--- config.mk ---
export PLATFORM = sky130hd
export DESIGN_NAME = sdes_key_sched
export DESIGN_NICKNAME = d
export VERILOG_FILES = /design/src/rtl/sdes_key_sched.sv
export SDC_FILE = /design/constraint.sdc
export NUM_CORES = 1
export LEC_CHECK = 0
export CAP_MARGIN = 0
export CORE_UTILIZATION = 40
export DETAILED_ROUTE_END_ITERATION = 10
export PLACE_DENSITY = 0.67
export RECOVER_POWER = 25
export SLEW_MARGIN = 5
export SYNTH_ARGS = -nofsm -noshare
export SYNTH_HDL_FRONTEND = slang
export SYNTH_SLANG_ARGS = --single-unit
--- constraint.sdc ---
create_clock -name clk -period 3.9 [get_ports clk]
set_input_delay 0.78 -clock clk [delete_from_list [all_inputs] [get_ports clk]]
set_output_delay 0.78 -clock clk [all_outputs]
set_load 0.005 [all_outputs]
--- src/rtl/sdes_key_sched.sv ---
// S-DES key scheduler: expands a 10-bit key into the two 8-bit round subkeys over
// three cycles (P10, LS-1/P8, LS-2/P8). The decrypt mode swaps the subkeys at load time.
module sdes_key_sched (
    input  logic       clk,
    input  logic       rst_n,
    input  logic       start,
    input  logic       decrypt,
    input  logic       clear,
    input  logic [9:0] key_in,
    output logic [7:0] key_1,
    output logic [7:0] key_2,
    output logic       keys_valid,
    output logic       busy
);

    // Handshake: start is a one-cycle request honoured only in IDLE. keys_valid is a
    // level that holds while key_1/key_2 carry a completed schedule, and it falls on
    // the edge that captures the next start.
    typedef enum logic [1:0] {
        IDLE = 2'd0,
        PERM = 2'd1,
        RND1 = 2'd2,
        RND2 = 2'd3
    } state_t;

    // Bit 9 is key position 1 (MSB-first), so position p lives at index 10-p.
    function automatic logic [9:0] p10(input logic [9:0] k);
        p10 = {k[7], k[5], k[8], k[3], k[6], k[0], k[9], k[1], k[2], k[4]};
    endfunction

    function automatic logic [7:0] p8(input logic [9:0] k);
        p8 = {k[4], k[7], k[3], k[6], k[2], k[5], k[0], k[1]};
    endfunction

    function automatic logic [9:0] ls1(input logic [9:0] k);
        ls1 = {k[8:5], k[9], k[3:0], k[4]};
    endfunction

    function automatic logic [9:0] ls2(input logic [9:0] k);
        ls2 = {k[7:5], k[9:8], k[2:0], k[4:3]};
    endfunction

    state_t     state_q, state_d;
    logic [9:0] key_r_q, key_r_d;
    logic       mode_r_q, mode_r_d;
    logic [9:0] work_r_q, work_r_d;
    logic [7:0] k1_r_q, k1_r_d;
    logic [7:0] key_1_q, key_1_d;
    logic [7:0] key_2_q, key_2_d;
    logic       valid_q, valid_d;
    logic [7:0] k2_w;

    assign k2_w = p8(ls2(work_r_q));

    always_comb begin
        state_d  = state_q;
        key_r_d  = key_r_q;
        mode_r_d = mode_r_q;
        work_r_d = work_r_q;
        k1_r_d   = k1_r_q;
        key_1_d  = key_1_q;
        key_2_d  = key_2_q;
        valid_d  = valid_q;
        case (state_q)
            IDLE: begin
                if (start) begin
                    key_r_d  = key_in;
                    mode_r_d = decrypt;
                    valid_d  = 1'b0;
                    state_d  = PERM;
                end
            end
            PERM: begin
                work_r_d = p10(key_r_q);
                state_d  = RND1;
            end
            RND1: begin
                work_r_d = ls1(work_r_q);
                k1_r_d   = p8(ls1(work_r_q));
                state_d  = RND2;
            end
            RND2: begin
                key_1_d = mode_r_q ? k2_w : k1_r_q;
                key_2_d = mode_r_q ? k1_r_q : k2_w;
                valid_d = 1'b1;
                state_d = IDLE;
            end
            default: state_d = IDLE;
        endcase
        // Clear overrides everything, including a start arriving in the same cycle.
        if (clear) begin
            state_d  = IDLE;
            key_r_d  = 10'h000;
            mode_r_d = 1'b0;
            work_r_d = 10'h000;
            k1_r_d   = 8'h00;
            key_1_d  = 8'h00;
            key_2_d  = 8'h00;
            valid_d  = 1'b0;
        end
    end

    always_ff @(posedge clk or negedge rst_n) begin
        if (!rst_n) begin
            state_q  <= IDLE;
            key_r_q  <= 10'h000;
            mode_r_q <= 1'b0;
            work_r_q <= 10'h000;
            k1_r_q   <= 8'h00;
            key_1_q  <= 8'h00;
            key_2_q  <= 8'h00;
            valid_q  <= 1'b0;
        end else begin
            state_q  <= state_d;
            key_r_q  <= key_r_d;
            mode_r_q <= mode_r_d;
            work_r_q <= work_r_d;
            k1_r_q   <= k1_r_d;
            key_1_q  <= key_1_d;
            key_2_q  <= key_2_d;
            valid_q  <= valid_d;
        end
    end

    assign key_1      = key_1_q;
    assign key_2      = key_2_q;
    assign keys_valid = valid_q;
    assign busy       = (state_q != IDLE);

endmodule
## After elaboration in Yosys (flattened, before gate mapping)

Cells that the tools add are included.

| word-level totals | value |
|---|---|
| input port bits | 15 |
| flip-flop bits (word level) | 48 |
| output and inout port bits | 18 |
| logic and storage cells | 44 |

| cells by class | value |
|---|---|
| reduce and logical (&&, ||, !) cells | 10 |
| mux-type cells | 22 |
| equal/unequal tests | 4 |

Operators by type and width:

| cell | number |
|---|---|
| two-way mux 8 bit | 8 |
| two-way mux 10 bit | 4 |
| one-hot mux 10 bit (2 select lines) | 1 |
| nonzero test 2 bit | 5 |
| one-hot mux 2 bit (4 select lines) | 1 |
| nonzero test 3 bit | 2 |
| two-way mux 1 bit | 5 |
| equality test 2 bit (second input constant) | 2 |
| two-way mux 2 bit | 2 |
| AND reduction 2 bit | 2 |
| inequality test 3 bit (second input constant) | 1 |
| equality test 2 x 1 -> 1 bit (second input constant) | 1 |
| logical NOT 2 bit | 1 |
| one-hot mux 1 bit (2 select lines) | 1 |

## Logic depth before layout (Yosys ltp)

| logic depth | value |
|---|---|
| depth after elaboration | 3 |
| gate-level depth with buffers | 6 |
| mapped depth without buffers | 5 |

## Worst setup path after synthesis

Ideal clock, no wire load.

| path | value |
|---|---|
| path kind | register to output |
| start | reg state_q[0] |
| end | out busy |
| required time | 3.120 ns |
| stages on the path, launching flop included | 4 |
| arrival time | 0.737 ns |
| path buffers | 0 |
| path slack | 2.383 ns |
| cells stage by stage | dfrtp_1 -> inv_1 -> ha_1 -> inv_1 |

| on the way | value |
|---|---|
| longest elaborated chain between the ends | 1 |

Ends and longest elaborated chain:

| element | line | source |
|---|---|---|
| from (decl) | 43 | `state_t state_q, state_d;` |
| from (signal assigned) | 114 | `state_q <= state_d;` |
| nonzero test 2 bit | 128 | `assign busy = (state_q != IDLE);` |
| to (decl) | 13 | `output logic busy` |

Every way passes these cells.

## Worst setup path after layout

Ends and elaborated chain as after synthesis.

==> results.cfg <==
[critical_path]
critPathLaunchType = flop
critPathArrivalTime_ps = 1600
cp-end-kind = primary output
critical_path.max_fanout = 4
critPathRequiredTime_ps = 3120
critPathKind = reg2out

[placement]
dp_hpwl_um = 2690
place_area_mm2 = 0.00259
numPortBuffers = 32
place_congestion = 0.722

[worst_hold_path]
hold_path.class = reg2reg

[drt]
final_antenna_net_count = 0
drc = 0
first_iter_violations = 81
firstDrtPassIters = 4
routed_wl_um = 4090
vias = 1518
detail_route.wl_per_cell_um = 13.4
via_per_inst = 4.98

[yosys]
syn_inst = 211
ys_seq_area_share_pct = 52.8
syn_area_per_cell_um2 = 10.8
ys_ff_latch = 48
syn_nets = 231
synth_top_area_cell = dfrtp_1
yosysWarnings = 0
syn-cell-area_mm2 = 0.00228
yosys.area.top_type_share_pct = 52.8
synthTopCellsByArea = dfrtp_1 (53%), mux2i_1 (15%), nor2_1 (6.1%)
synth_cell_types = 19

[power]
switchingPower_w = 0.000441
leakage_nw = 1.09
intPower_w = 0.000917
sequentialPowerShare_pct = 46.5
p_sw_share_pct = 32.5
pwr-share-comb_pct = 34.1
irDropWorstVdd_mv = 0.195
clkPwrFrac_pct = 19.4
power_density_mw_per_mm2 = 511

[timing]
hold_viol_final = 0
slew_viol_final = 0
rsz0062_at_grt = false
timing.fmax_mhz = 420
tightest_slew_ps = 1130
fin_worst_skew_ps = 5.87
timing.final.crit_share_pct = 61.0
min_period_ps = 2380
whs_ps = 523
relSlewSlack_pct = 24.7
setup_viol = 0
finalSetupTns_ps = 0

[clocking]
cts_tree = done
cts_sinks = 48
cts_made_buffers = 5
clk_latency_ps = 290
ctsHtreeMaxLevel = 2
cts_setup_buffers = 0
clkTransAtPathRegs_ps = 80
hold_buffers = 0
clock_path_buffers = 2
cts_root_buffer = clkbuf_8
cts_resized = 0

[floorplan]
die_width_um = 77.4
core_mm2 = 0.00551
die_h_um = 77.4
rows = 27
num_io_pins = 33
die-area_mm2 = 0.00600
start_util_pct = 41.3

[layout]
nNetsFinal = 255
drive_gt1_share_pct = 7.30
n_antenna_cell = 0
synthToLayoutAreaGrowth_pct = 16.7
layout_commonest_cell = dfrtp_1
fin_area_mm2 = 0.00266
nFillCells = 538
layout_common_cells = dfrtp_1 (48), nor2_1 (37), mux2i_1 (34)

[grt]
grt_pass1_wl_um = 7180
grt_max_degree = 49
grt_util_all_layers_pct = 15.2
grt_antenna_before_repair = 0
first_global_vias = 1475
overflow = 0

[status]
status = complete, no violations

[run]
max_cap_violations = 0
[registers in the layout, summed over array words and instances (netlist names)]
| signal | count |
|---|---|
| work_r_q | 10 |
| keys_valid | 1 |
| key_1 | 8 |
| k1_r_q | 8 |
| key_r_q | 10 |
| state_q | 2 |
| key_2 | 8 |
| mode_r_q | 1 |
[power by group through the flow]
| stage | logic (W) | clock network [W] | registers, W |
|---|---|---|---|
| after global placement | 0.000462 | 0 | 0.000639 |
| after floorplan | 0.000346 | 0 | 0.000618 |
| after CTS | 0.000471 | 0.000272 | 0.000632 |
| after detailed placement | 0.000468 | 0 | 0.000642 |
| final | 0.000463 | 0.000264 | 0.000632 |
| after global routing | 0.000515 | 0.000291 | 0.000645 |
[metal layers]
| layer | GRT usage [%] | wire, um | vias to the layer above |
|---|---|---|---|
| met4 | 5.66 | 36 | 0 |
| li1 | - | - | 765 |
| met5 | 0 | 0 | - |
| met3 | 3.18 | 144 | 5 |
| met1 | 21.1 | 2110 | 718 |
| met2 | 23.3 | 1800 | 30 |
[metrics by stage]
| step | std cells | util (%) | power, W | worst slack (ps) |
|---|---|---|---|---|
| after floorplan | 211 | - | 0.000965 | 2380 |
| after global placement | 300 | 47.0 | 0.00110 | 1860 |
| after detailed placement | 300 | 47.0 | 0.00111 | 1810 |
| after CTS | 305 | 48.2 | 0.00138 | 1520 |
| after global routing | 305 | 48.2 | 0.00145 | 1390 |
| final | 305 | 48.2 | 0.00136 | 1520 |
[cell usage after synthesis (all sizes together)]
master / n
dfrtp: 48
mux2: 10
nor3: 1
a211oi: 17
or3: 1
a21oi: 13
nand2b: 1
mux2i: 34
nand2: 23
ha: 5
nor2: 37
buf: 12
clkbuf: 4
o21ai: 1
and2: 1
inv: 3
[cells by family (layout without fill, tap and decap cells)]
kind of cell             after synthesis  after routing  share of synthesized area, %
flip-flops                            48             48                          52.8
AO/OA/AOI/OAI                         31             31                          8.69
buffers and inverters                 19             41                          4.95
AND/OR/NAND/NOR                       64             64                          10.9
adder cells (fa/ha/maj)                5              5                          2.75
multiplexers                          44             44                          19.9
[critical path, cell delays in order (launching register included)]
cell             delay [ps]
dfrtp_1                 400
inv_1                   100
ha_1                    230
inv_1                    80
clkdlybuf4s50_1         490
[final timing paths]
| path | start | end | slack (ps) | cells after the start |
|---|---|---|---|---|
| max in group asynchronous | rst_n | k1_r_q[2] | 2570 | 1 |
| min in group asynchronous | rst_n | key_1[2] | 680 | 1 |
| worst min register to register | key_r_q[9] | key_r_q[9] | 520 | 2 |
| worst max register to register | state_q[0] | state_q[0] | 1980 | 4 |
| worst min-delay path | key_r_q[9] | key_r_q[9] | 520 | 2 |
| worst max-delay path | state_q[0] | busy | 1520 | 4 |
[area by class of cell]
| type | instances | area (um2) | area share [%] |
|---|---|---|---|
| Clock buffer | 5 | 68.8 | 2.59 |
| Inverter | 3 | 11.3 | 0.424 |
| Multi-Input combinational cell | 144 | 962 | 36.2 |
| Sequential cell | 48 | 1200 | 45.2 |
| Tap cell | 72 | 90.1 | 3.39 |
| Timing Repair Buffer | 33 | 323 | 12.2 |
Note: power is estimated with default switching activity, not from simulation.
==> variant, RTL diff (same settings) <==
Add an input register stage for `start`, `decrypt`, `clear` and `key_in`; this delays them by one clock. Comments in the files are not updated.
--- a/src/rtl/sdes_key_sched.sv
+++ b/src/rtl/sdes_key_sched.sv
@@ -22,6 +22,18 @@
         RND1 = 2'd2,
         RND2 = 2'd3
     } state_t;
+
+    logic start_q;
+    logic decrypt_q;
+    logic clear_q;
+    logic [9:0] key_q;
+
+    always_ff @(posedge clk) begin
+        start_q   <= start;
+        decrypt_q <= decrypt;
+        clear_q   <= clear;
+        key_q     <= key_in;
+    end
 
     // Bit 9 is key position 1 (MSB-first), so position p lives at index 10-p.
     function automatic logic [9:0] p10(input logic [9:0] k);
@@ -63,9 +75,9 @@
         valid_d  = valid_q;
         case (state_q)
             IDLE: begin
-                if (start) begin
-                    key_r_d  = key_in;
-                    mode_r_d = decrypt;
+                if (start_q) begin
+                    key_r_d  = key_q;
+                    mode_r_d = decrypt_q;
                     valid_d  = 1'b0;
                     state_d  = PERM;
                 end
@@ -88,7 +100,7 @@
             default: state_d = IDLE;
         endcase
         // Clear overrides everything, including a start arriving in the same cycle.
-        if (clear) begin
+        if (clear_q) begin
             state_d  = IDLE;
             key_r_d  = 10'h000;
             mode_r_d = 1'b0;
Check against the original RTL: not equivalent (a bounded check fails within 4 cycles, from zero or initial values and one cycle with rst_n low).
==> variant against the original RTL <==
The run now ends with capacitance limit, slew limit left. Clock skew rose by 0.0044 ns. Sequential cell count rose by 13. First-iteration DRC count fell by 6.2%. Cell area rose by 14%. Cell count rose by 8.9%. Worst setup slack got worse by 0.31 ns. Power rose by 25%. Routed wire length rose by 2.4%. Clock power rose by 84%. Synthesized area rose by 12%.
==> variant: results (changes against the original RTL) <==
Status
  – Status: finished, violations left (was complete, no violations)
  – Failing checks: capacitance limit, slew limit

Routing
  – Metal1 wirelength: 2110 microns (about the same)
  – DR WL met3: 145 microns (was 144 microns)
  – Initial DRC count: 76 (was 81)
  – Vias: 1604 (was 1518)
  – Metal2 WL: 1860 microns (was 1800 microns)
  – Wire length per cell: 12.6 microns (was 13.4 microns)

Power and ir drop
  – Max IR drop VDD: 0.250 mV (was 0.195 mV)
  – Leakage power total: 1.26 nW (was 1.09 nW)

Layout
  – Clock tree cell share of total cell area: 5.71% (was 2.59%)
  – Top flop regs: key_q: 10 flops, key_r_q: 10 flops, work_r_q: 10 flops (was key_r_q: 10 flops, work_r_q: 10 flops)
  – Final Cell Area: 3020 sq um (was 2660 sq um)
  – Finished Layout Cells: 332 (was 305)
  – Layout cells sized above 1: 9.34% (was 7.30%)
  – Clock buf count: 14 (was 5)
  – Non-clk buf share: 10.6% (was 12.2%)
  – Fill cells: 553 (was 538)
  – FF+latch area: 1460 sq um (was 1200 sq um)
  – Area Growth Syn to Fin: 19.0% (was 16.7%)
  – Fraction of area in multi-input gates: 31.8% (was 36.2%)

Timing
  – Worst Skew: 0.0103 ns (was 0.00587 ns)
  – Worst-Margin Slew: 2.54 ns (was 1.13 ns)
  – Final Max Tran Viols: 49 (was 0)
  – Hold slack: 0.434 ns (was 0.523 ns)

Global route
  – Number of global-route vias before repair: 1548 (was 1475)
  – M3 GR Usage: 4.33% (was 3.18%)
  – GR Layer Usage met1: 19.3% (was 21.1%)
  – Global-route wire length before repair: 7340 microns (was 7180 microns)
  – Total Routing Usage GR: 14.8% (was 15.2%)
  – Met2 Use GR: 22.0% (was 23.3%)

Placement
  – Hpwl dp: 2610 microns (was 2690 microns)
  – Dpl ws: 1.85 ns (was 1.81 ns)
  – Final Wtd Congestion: 0.697 (was 0.722)
  – Placed insts: 316 (was 300)
  – Placed cell areas: 2850 sq um (was 2590 sq um)

Synthesis
  – Ranking of synthesized cells by area: dfrtp_1, mux2i_1, dfxtp_1 (was dfrtp_1, mux2i_1, nor2_1)
  – Register area share after synthesis: 57.5% (was 52.8%)
  – Netlist cell types: 20 (was 19)
  – Syn Area/Cell: 11.3 sq um (was 10.8 sq um)

Min path
  – Hold path startpoint: key_q[5] (was key_r_q[9])
  – Hold Path Sink: key_r_q[5] (was key_r_q[9])

Job
  – Max-cap violations: 1 (was 0)

CTS
  – Root Driver: clkbuf_8 (unchanged)
  – H-tree depth: 3 (was 2)
  – Skew-Pair Late Insertion Delay: 0.33 ns (was 0.29 ns)

Worst setup path
  – CP max stage cell: clkbuf_1 (was clkdlybuf4s50_1)
  – Slowest cell delay on critical path: 1.78 ns (was 0.49 ns)
  – Max FO, Critical Path: 48 (was 4)
==> variant: cells by family after synthesis <==
kind of cell / synth area share (%)
multiplexers: 17.8
buffers and inverters: 4.58
adder cells (fa/ha/maj): 2.46
AO/OA/AOI/OAI: 7.78
AND/OR/NAND/NOR: 9.80
flip-flops: 57.5
==> variant: worst max-delay path by stage <==
stage                          start    endpoint  slack (ns)  cells after the start
final                          rst_n  key_r_q[8]        1.22                      1
after global routing           rst_n  key_r_q[3]        0.73                      1
after CTS                 state_q[0]        busy        1.47                      4
after detailed placement  state_q[0]        busy        1.85                      4
after global placement    state_q[0]        busy        1.88                      4
after floorplan           state_q[0]        busy        2.38                      3
==> variant: where the power goes <==
part,switching [W],internal [W],total [W]
combinational,0.000218,0.000226,0.000444
clock,0.000222,0.000264,0.000486
sequential,0.0000639,0.000708,0.000772
total,0.000504,0.00120,0.00170
